--- config.mk ---
export PLATFORM = sky130hd
export DESIGN_NAME = jtframe_bank_arb
export DESIGN_NICKNAME = d
export VERILOG_FILES = /design/src/rtl/jtframe_arb_pkg.sv /design/src/rtl/jtframe_arb_pick.sv /design/src/rtl/jtframe_bank_arb.sv
export SDC_FILE = /design/constraint.sdc
export NUM_CORES = 1
export LEC_CHECK = 0
export BUFFER_PORTS_ARGS = -buffer_cell sky130_fd_sc_hd__buf_2
export CAP_MARGIN = 20
export CELL_PAD_IN_SITES_DETAIL_PLACEMENT = 0
export CELL_PAD_IN_SITES_GLOBAL_PLACEMENT = 1
export CORE_MARGIN = 8
export CORE_UTILIZATION = 33
export DETAILED_ROUTE_END_ITERATION = 12
export PLACE_DENSITY_LB_ADDON = 0.25
export SLEW_MARGIN = 20
export SYNTH_ARGS = -nofsm -noshare
export SYNTH_HDL_FRONTEND = slang
export SYNTH_SLANG_ARGS = --single-unit
--- constraint.sdc ---
create_clock -name clk -period 3 [get_ports clk]
set_input_delay 0.3 -clock clk [delete_from_list [all_inputs] [get_ports clk]]
set_output_delay 0.3 -clock clk [all_outputs]
set_load 0.01 [all_outputs]
--- src/rtl/jtframe_arb_pkg.sv ---
// Shared types and helpers for the per-bank SDRAM arbiter.
//   arb_st_t : ownership FSM states (IDLE, PROG, REQ, DATA)
//   CH_MAX   : largest supported client count
//   idx_w()  : width of a client index for a given client count (at least 1)
//   onehot() : one-hot client vector from a client index
package jtframe_arb_pkg;

    typedef enum logic [1:0] {
        IDLE = 2'd0,
        PROG = 2'd1,
        REQ  = 2'd2,
        DATA = 2'd3
    } arb_st_t;

    localparam int CH_MAX = 8;

    function automatic int idx_w(input int n);
        if (n <= 1) return 1;
        return $clog2(n);
    endfunction

    function automatic logic [CH_MAX-1:0] onehot(input logic [2:0] idx);
        logic [CH_MAX-1:0] v;
        v      = '0;
        v[idx] = 1'b1;
        return v;
    endfunction

endpackage

--- src/rtl/jtframe_arb_pick.sv ---
// Combinational winner selection for the bank arbiter.
// Build option: JTFRAME_ARB_RR_EN
//   defined   : round-robin, search starts at ptr (last owner + 1)
//   undefined : fixed priority, lowest index wins; ptr is ignored
// Ports:
//   req   in  CH   pending requests (rd | wr per client)
//   ptr   in  CHW  round-robin start index
//   valid out 1    at least one request pending
//   win   out CHW  index of the selected client
module jtframe_arb_pick
    import jtframe_arb_pkg::*;
#(
    parameter int CH  = 4,
    parameter int CHW = 2
) (
    input  logic [CH-1:0]  req,
    input  logic [CHW-1:0] ptr,
    output logic           valid,
    output logic [CHW-1:0] win
);

`ifdef JTFRAME_ARB_RR_EN
    // Two passes folded into one loop: the lowest requester at or above the
    // pointer wins; if there is none, wrap around to the lowest requester.
    logic           hi_valid;
    logic [CHW-1:0] hi_win;
    logic [CHW-1:0] lo_win;

    always_comb begin
        valid    = 1'b0;
        hi_valid = 1'b0;
        hi_win   = '0;
        lo_win   = '0;
        for (int i = CH - 1; i >= 0; i--) begin
            if (req[i]) begin
                valid  = 1'b1;
                lo_win = CHW'(i);
                if (CHW'(i) >= ptr) begin
                    hi_valid = 1'b1;
                    hi_win   = CHW'(i);
                end
            end
        end
        win = hi_valid ? hi_win : lo_win;
    end
`else
    logic unused_ptr;
    assign unused_ptr = ^ptr;

    always_comb begin
        valid = 1'b0;
        win   = '0;
        for (int i = CH - 1; i >= 0; i--) begin
            if (req[i]) begin
                valid = 1'b1;
                win   = CHW'(i);
            end
        end
    end
`endif

endmodule

--- src/rtl/jtframe_bank_arb.sv ---
// Per-bank SDRAM request arbiter. Merges CH game clients and the ROM download
// (prog) path onto one SDRAM bank port, with an ownership FSM and a response
// watchdog that aborts a transaction whose rdy never arrives.
// Build option: JTFRAME_ARB_RR_EN selects round-robin arbitration; without it
// the lowest client index always wins and the pointer register is not built.
// Ports:
//   clk, rst                       clock, asynchronous active-high reset
//   downloading                    1 = prog path owns the bank
//   ch_addr/rd/wr/din/din_m        packed client requests (client i at [i*W+:W])
//   ch_ack/dst/dok/rdy             one-hot client responses
//   ch_dout                        last read word, shared by all clients
//   prog_addr/we/rd/data/mask      download path request
//   prog_ack/prog_rdy              controller handshake while downloading
//   ba_addr/rd/wr/din/din_m        request to the SDRAM controller
//   ba_ack/dst/dok/rdy, sdram_dout responses from the SDRAM controller
//   err                            sticky watchdog flag
module jtframe_bank_arb
    import jtframe_arb_pkg::*;
#(
    parameter int AW   = 22,
    parameter int DW   = 16,
    parameter int CH   = 4,
    parameter int TOUT = 255
) (
    input  logic             clk,
    input  logic             rst,
    input  logic             downloading,
    input  logic [CH*AW-1:0] ch_addr,
    input  logic [CH-1:0]    ch_rd,
    input  logic [CH-1:0]    ch_wr,
    input  logic [CH*DW-1:0] ch_din,
    input  logic [CH*2-1:0]  ch_din_m,
    output logic [CH-1:0]    ch_ack,
    output logic [CH-1:0]    ch_dst,
    output logic [CH-1:0]    ch_dok,
    output logic [CH-1:0]    ch_rdy,
    output logic [DW-1:0]    ch_dout,
    input  logic [AW-1:0]    prog_addr,
    input  logic             prog_we,
    input  logic             prog_rd,
    input  logic [DW-1:0]    prog_data,
    input  logic [1:0]       prog_mask,
    output logic             prog_ack,
    output logic             prog_rdy,
    output logic [AW-1:0]    ba_addr,
    output logic             ba_rd,
    output logic             ba_wr,
    output logic [DW-1:0]    ba_din,
    output logic [1:0]       ba_din_m,
    input  logic             ba_ack,
    input  logic             ba_dst,
    input  logic             ba_dok,
    input  logic             ba_rdy,
    input  logic [DW-1:0]    sdram_dout,
    output logic             err
);

    localparam int CHW = idx_w(CH);
    localparam int CW  = $clog2(TOUT + 1);

    arb_st_t        state_reg, state_next;
    logic [CHW-1:0] owner_reg, owner_next;
    logic           is_rd_reg, is_rd_next;
    logic [AW-1:0]  addr_reg, addr_next;
    logic [DW-1:0]  din_reg, din_next;
    logic [1:0]     mask_reg, mask_next;
    logic [DW-1:0]  dout_reg;
    logic [CW-1:0]  wd_cnt_reg;
    logic           err_reg;
    logic           prog_busy_reg, prog_busy_next;

    logic           ack_hit, rdy_hit, data_phase, dout_load, timeout, grant;
    logic           dispatch;
    logic [CH-1:0]  owner_oh;
    logic           pick_valid;
    logic [CHW-1:0] pick_idx;
    logic [CHW-1:0] ptr;

    logic [AW-1:0]  addr_arr [CH];
    logic [DW-1:0]  din_arr  [CH];
    logic [1:0]     mask_arr [CH];

    genvar gi;
    generate
        for (gi = 0; gi < CH; gi++) begin : g_ch
            assign addr_arr[gi] = ch_addr[gi*AW +: AW];
            assign din_arr[gi]  = ch_din[gi*DW +: DW];
            assign mask_arr[gi] = ch_din_m[gi*2 +: 2];
            assign ch_ack[gi]   = ack_hit & owner_oh[gi];
            assign ch_rdy[gi]   = rdy_hit & owner_oh[gi];
            assign ch_dst[gi]   = data_phase & ba_dst & owner_oh[gi];
            assign ch_dok[gi]   = data_phase & ba_dok & owner_oh[gi];
        end
    endgenerate

    assign owner_oh = CH'(onehot(3'(owner_reg)));

    jtframe_arb_pick #(
        .CH  (CH),
        .CHW (CHW)
    ) u_pick (
        .req   (ch_rd | ch_wr),
        .ptr   (ptr),
        .valid (pick_valid),
        .win   (pick_idx)
    );

`ifdef JTFRAME_ARB_RR_EN
    logic [CHW-1:0] ptr_reg;

    always_ff @(posedge clk or posedge rst) begin
        if (rst) begin
            ptr_reg <= '0;
        end else if (grant) begin
            ptr_reg <= (pick_idx == CHW'(CH - 1)) ? '0 : pick_idx + 1'b1;
        end
    end

    assign ptr = ptr_reg;
`else
    assign ptr = '0;
`endif

    // A prog access is outstanding from its ack until its rdy; the bank is
    // only handed back to the clients once nothing is in flight.
    assign prog_busy_next = (prog_busy_reg | ba_ack) & ~ba_rdy;

    always_comb begin
        state_next = state_reg;
        owner_next = owner_reg;
        is_rd_next = is_rd_reg;
        addr_next  = addr_reg;
        din_next   = din_reg;
        mask_next  = mask_reg;
        ba_addr    = addr_reg;
        ba_din     = din_reg;
        ba_din_m   = mask_reg;
        ba_rd      = 1'b0;
        ba_wr      = 1'b0;
        prog_ack   = 1'b0;
        prog_rdy   = 1'b0;
        ack_hit    = 1'b0;
        rdy_hit    = 1'b0;
        data_phase = 1'b0;
        dout_load  = 1'b0;
        timeout    = 1'b0;
        grant      = 1'b0;
        dispatch   = 1'b0;

        case (state_reg)
            IDLE: begin
                dispatch = 1'b1;
            end
            PROG: begin
                ba_addr  = prog_addr;
                ba_rd    = prog_rd;
                ba_wr    = prog_we;
                ba_din   = prog_data;
                ba_din_m = prog_mask;
                prog_ack = ba_ack;
                prog_rdy = ba_rdy;
                if (!downloading && !prog_busy_next) begin
                    state_next = IDLE;
                end
            end
            REQ: begin
                // The request is withdrawn in the very cycle it is acked.
                ba_rd = is_rd_reg & ~ba_ack;
                ba_wr = ~is_rd_reg & ~ba_ack;
                if (ba_ack) begin
                    ack_hit = 1'b1;
                    if (ba_rdy) begin
                        rdy_hit    = 1'b1;
                        dout_load  = is_rd_reg;
                        state_next = IDLE;
                    end else begin
                        state_next = DATA;
                    end
                end
            end
            DATA: begin
                data_phase = 1'b1;
                if (ba_rdy) begin
                    rdy_hit   = 1'b1;
                    dout_load = is_rd_reg;
                    dispatch  = 1'b1;
                end else if (wd_cnt_reg == CW'(TOUT - 1)) begin
                    // Abort: the client is released but keeps the old data.
                    rdy_hit  = 1'b1;
                    timeout  = 1'b1;
                    dispatch = 1'b1;
                end
            end
            default: state_next = IDLE;
        endcase

        // Grant decision, shared by IDLE and the completing DATA cycle so
        // that back-to-back transactions lose no cycle.
        if (dispatch) begin
            state_next = IDLE;
            if (downloading) begin
                state_next = PROG;
            end else if (pick_valid) begin
                grant      = 1'b1;
                state_next = REQ;
                owner_next = pick_idx;
                is_rd_next = ch_rd[pick_idx];
                addr_next  = addr_arr[pick_idx];
                din_next   = din_arr[pick_idx];
                mask_next  = mask_arr[pick_idx];
            end
        end
    end

    always_ff @(posedge clk or posedge rst) begin
        if (rst) begin
            state_reg     <= IDLE;
            owner_reg     <= '0;
            is_rd_reg     <= 1'b0;
            addr_reg      <= '0;
            din_reg       <= '0;
            mask_reg      <= '0;
            dout_reg      <= '0;
            wd_cnt_reg    <= '0;
            err_reg       <= 1'b0;
            prog_busy_reg <= 1'b0;
        end else begin
            state_reg <= state_next;
            owner_reg <= owner_next;
            is_rd_reg <= is_rd_next;
            addr_reg  <= addr_next;
            din_reg   <= din_next;
            mask_reg  <= mask_next;
            if (dout_load) begin
                dout_reg <= sdram_dout;
            end
            if (state_reg == REQ && ba_ack) begin
                wd_cnt_reg <= '0;
            end else if (state_reg == DATA) begin
                wd_cnt_reg <= wd_cnt_reg + 1'b1;
            end
            if (timeout) begin
                err_reg <= 1'b1;
            end
            prog_busy_reg <= (state_reg == PROG) ? prog_busy_next : 1'b0;
        end
    end

    assign ch_dout = dout_reg;
    assign err     = err_reg;

endmodule

Yosys cells after proc, flatten, opt, wreduce, memory -nomap -nowiden
Cells that the tools add are included.
- $add $sub $neg: 1
- $lt $le $gt $ge: 4
- eq/ne operators: 6
- mux-type cells: 52
- bitwise logic cells: 28
- reductions and logical operators: 10
- operators by type and width (cell ; count):
    2-to-1 mux 22 bit ; 3
    2-to-1 mux 16 bit ; 3
    binary-select mux 22 bit (select 2 bit) ; 1
    binary-select mux 16 bit (select 2 bit) ; 1
    2-to-1 mux 2 bit ; 13
    bitwise AND 1 bit ; 21
    2-to-1 mux 1 bit ; 20
    2-to-1 mux 8 bit ; 2
    case mux 1 bit (2 select lines) ; 5
    adder 8 x 1 -> 8 bit (second input constant) ; 1
    equality test 8 bit (second input constant) ; 1
    inequality test 3 bit (second input constant) ; 2
    AND reduction 3 bit ; 2
    binary-select mux 2 bit (select 2 bit) ; 1
    equality test 2 bit (second input constant) ; 2
    < comparator 2 x 4 -> 1 bit (second input constant) ; 1
    NOT 1 bit ; 4
    bitwise OR 4 bit ; 1
    case mux 2 bit (2 select lines) ; 1
    greater-or-equal comparator 3 bit (second input constant) ; 1
    logical AND 1 bit ; 3
    < comparator 2 x 3 -> 1 bit (second input constant) ; 1
    NOT 2 -> 3 bit ; 1
    nonzero test 3 bit ; 1
    other kinds (8) ; 9
- register bits: 71
- output and inout port bits: 77
- logic and storage cells: 111

Depth between registers and ports, before layout
- word-level depth: 9
- depth in mapped cells: 8
- depth with buffers taken out: 6

By module
A second synthesis with hierarchy kept.
- cells, all modules: 340
- area total of the unflattened synthesis: 4895.9 um^2
- by module, submodules not included (module ; times used ; cells each ; area each (um^2) ; seq. area each (um^2)):
    jtframe_bank_arb ; 1 ; 333 ; 4860.9 ; 1776.7
    jtframe_arb_pick ; 1 ; 7 ; 35.0 ; 0.0

Worst setup path after synthesis
Ideal clock, no wire load.
- kind: register -> register
- start point: register state_reg[0]
- end point: register state_reg[0]
- library setup time: 0.125 ns
- arrival: 1.816 ns
- required time: 2.875 ns
- slack: 1.059 ns
- cell stages (with the launch flop): 8
- buffers on the path: 1
- path through: dfrtp_1 -> inv_1 -> ha_1 -> and2_1 -> buf_2 -> o221ai_1 -> mux2_2 -> mux2_2
- word-level cells in the longest chain between the ends: 4
- ends and longest elaborated chain (element ; RTL line ; source):
    start, declared ; jtframe_bank_arb.sv:61 ; arb_st_t state_reg, state_next;
    start signal, assigned ; jtframe_bank_arb.sv:228 ; state_reg <= state_next;
    equality test 2 bit / zero test 2 bit (equally long branches) ; jtframe_bank_arb.sv:150 ; case (state_reg)
    case mux 1 bit (2 select lines) ; jtframe_bank_arb.sv:150 ;
    inequality test 3 bit (no line) / nonzero test 3 bit (equally long branches) ; - ;
    AND reduction 3 bit (no line) ; - ;
Several ways; a longest one is shown, not always the timed one.
A chain may end at the register's enable or synchronous reset.

Final worst setup path
- start point: register state_reg[0]
- end point: output port ch_rdy[0]
- word-level cells in the longest chain between the ends: 3
- ends and longest elaborated chain (element ; RTL line ; source):
    equality test 2 bit ; jtframe_bank_arb.sv:150 ;
    case mux 1 bit (2 select lines) (*) ; jtframe_bank_arb.sv:150 ;
    bitwise AND 1 bit (*) ; jtframe_bank_arb.sv:90 ; assign ch_rdy[gi] = rdy_hit & owner_oh[gi];
    end, declared ; jtframe_bank_arb.sv:36 ; output logic [CH-1:0] ch_rdy,
Mark *: on every way between the ends. The rest lies on a longest branch, timed or not.

==> out/metrics.yaml <==
outcome:
  status: "finished clean"
clocking:
  cts.sinks: 71
  ctsHoldBuffers: 0
  cts_buffers: 9
  cts_tree: "yes"
  cts_setup_buffers: 0
  cts-root-buf: "clkbuf_16"
  htreeDepth: 3
  clk_pin_slew_ns: 0.06
  cts_buffer_depth: 2
  cts_resized: 0
  clk_latency_ns: 0.34
sta:
  layout_min_cycle_time_ns: 2.38
  rsz0062_at_grt: "no"
  fmax_mhz: 419
  skew_ns: 0.00411
  fin_crit_sh_pct: 79.5
  worst_slew_pin_slew_ns: 0.729
  tns_ns: 0
  hold_viol: 0
  setup_viol: 0
  slew_headroom_pct: 51.4
  report.final.slew_viol_count: 0
critical_path:
  critPathMaxStageDelay_ns: 0.42
  cp_top_family: "simple AND/OR/NAND/NOR gates"
  path_buf_inv: 2
  crit_chain: "inv_1, ha_1, and2_1, o22ai_1, nor3_1, buf_2"
  crit_slowest_cell: "and2_1"
  cp_max_fo: 11
  arrival_ns: 2.08
  worstPathRequired_ns: 2.70
  crit_path_end_kind: "output pin"
  crit_type: "flip-flop to output pin"
  start_kind: "flip-flop"
yosys:
  synthCells: 487
  synth_nets: 726
  seq_area_frac_synth_pct: 36.9
  synthArstFlopShare_pct: 100
  synth-xor-area-share_pct: 0.909
  synth_top_family_by_area: "compound AO/OA/AOI/OAI gates"
  synth_area_um2: 4820
  ys_types: 43
  synthMuxAreaShare_pct: 14.4
  avgSynthCellArea_um2: 9.89
  yosysTopAreaCell: "dfrtp_1"
  synth_seq_cells: 71
  yosys_warnings: 0
  yosys-top-cells-area: "dfrtp_1 (37%), mux2_2 (14%), o31ai_2 (10%), a211oi_1 (6.2%), and3_1 (5.3%)"
  yosys.area_share.adder_pct: 1.56
  synth_edf_count: 0
  synth-main-ff-cell: "dfrtp_1"
  synth-simple-area-share_pct: 11.8
  synth_compound_area_share_pct: 29.2
  synth_top_cell_area_share_pct: 36.9
drt:
  drtAntennaViolNets: 0
  drt-initial-drc-count: 211
  dr.pass1.iters: 5
  drc: 0
  vias: 5142
  routed_wl_um: 19600
  wl_per_cell_um: 20.3
  vias_per_cell: 5.32
power:
  power.density_nw_per_um2: 847
  p_comb_share_pct: 50.3
  ir_drop_uv: 298
  finalPower_mw: 5.83
  swShare_pct: 38.4
  pwr-share-clk_pct: 21.5
  p_switching_mw: 2.23
  p_leak_nw: 3.43
  intPower_mw: 3.59
  seqPwrFrac_pct: 28.3
finish:
  final_common_cell: "buf_2"
  largest_reg_flops: 22
  final_nets: 1013
  layout_common_cells: "buf_2 (309), dfrtp_1 (71), mux2_2 (58), o21ai_0 (44)"
  syn2layout_area_growth_pct: 42.8
  drive_gt1_share_pct: 57.5
floorplanning:
  die_height_um: 137
  die_x_um: 137
  boundaryPins: 310
  dieArea_um2: 18700
  rows: 44
  initial_core_util_pct: 33.4
  design.core.area_um2: 14400
global_routing:
  first_global_vias: 5524
  grt_overflow_total: 0
  grt_max_degree: 58
  grt_first_pass_wirelength_um: 29600
  antenna_found_initial: 1
  grt_usage_pct: 20.3
placement:
  hpwl_um: 15300
  port_buffers: 309
  place.gp.congestion: 0.802
run:
  max_cap_violations: 0
worst_hold_path:
  hold_path.class: "primary input to asynchronous set/reset pin"
-- per-layer routing --
| layer | routed length [um] | vias up | share of wire [%] | global-route usage, % |
|---|---|---|---|---|
| li1 | - | 2440 | - | - |
| met1 | 7730 | 2436 | 39 | 23.5 |
| met2 | 9860 | 235 | 50 | 34.7 |
| met3 | 1690 | 29 | 8.6 | 6.39 |
| met4 | 333 | 2 | 1.7 | 6.94 |
| met5 | 9 | - | 0.046 | 0 |
-- kinds of logic (layout without fill, tap and decap cells) --
kind of cell / after synthesis / count (layout)
compound gates: 183 / 183
xor+xnor: 5 / 5
fa+ha+maj: 6 / 6
buf+inv: 56 / 348
flops: 71 / 71
mux: 62 / 62
other cells: 0 / 3
simple gates: 104 / 104
-- power by group through the flow --
stage	logic (mW)	clock network, mW	registers [mW]
global placement	2.89	0	1.65
CTS	2.98	1.27	1.65
detailed placement	2.98	0	1.67
global route	3.21	1.32	1.71
floorplan	1.97	0	1.61
finish	2.93	1.25	1.65
-- synth_stat cells, drive strengths merged (3+ instances only) --
cell type / n
a211oi: 40
a21oi: 4
and2: 3
and3: 41
buf: 12
clkbuf: 35
dfrtp: 71
ha: 6
inv: 9
mux2: 59
mux2i: 3
nand2: 10
nand2b: 6
nand4: 4
nor2: 27
nor2b: 5
o21ai: 46
o22ai: 41
o31ai: 41
xor2: 4
-- cell type report --
class	instances	area, um2
Antenna cell	3	7.51
Sequential cell	71	1780
Clock inverter	7	121
Fill cell	1439	7550
Clock buffer	9	225
Tap cell	184	230
Timing Repair Buffer	323	1660
Inverter	9	36.3
Multi-Input combinational cell	360	2820
-- per-stage QoR --
step	setup WS [ns]	area, um2	utilization [%]	std cells	hold WS [ns]
after floorplan	0.903	4820	-	487	0.398
after global placement	0.653	6520	45.2	947	0.455
after detailed placement	0.600	6520	45.2	947	0.456
after CTS	0.599	6870	47.6	963	0.187
after global routing	0.409	6870	47.6	963	0.155
final	0.616	6880	47.7	966	0.0897
-- path summary, 6_finish.rpt --
check | startpoint | slack [ns] | to | depth (start not counted)
hold / removal | rst | 0.09 | din_reg[0]$_DFFE_PP0P_ | 2
max in group asynchronous | rst | 2.20 | addr_reg[10]$_DFFE_PP0P_ | 3
min in group clk | sdram_dout[11] | 0.19 | ch_dout[11]$_DFFE_PP0P_ | 2
setup reg to reg | state_reg[0]$_DFFE_PP0P_ | 0.68 | ch_dout[5]$_DFFE_PP0P_ | 5
hold reg to reg | err$_DFFE_PP0P_ | 0.46 | err$_DFFE_PP0P_ | 2
setup / recovery | state_reg[0]$_DFFE_PP0P_ | 0.62 | ch_rdy[0] | 6
Note: power is estimated with default switching activity, not from simulation.
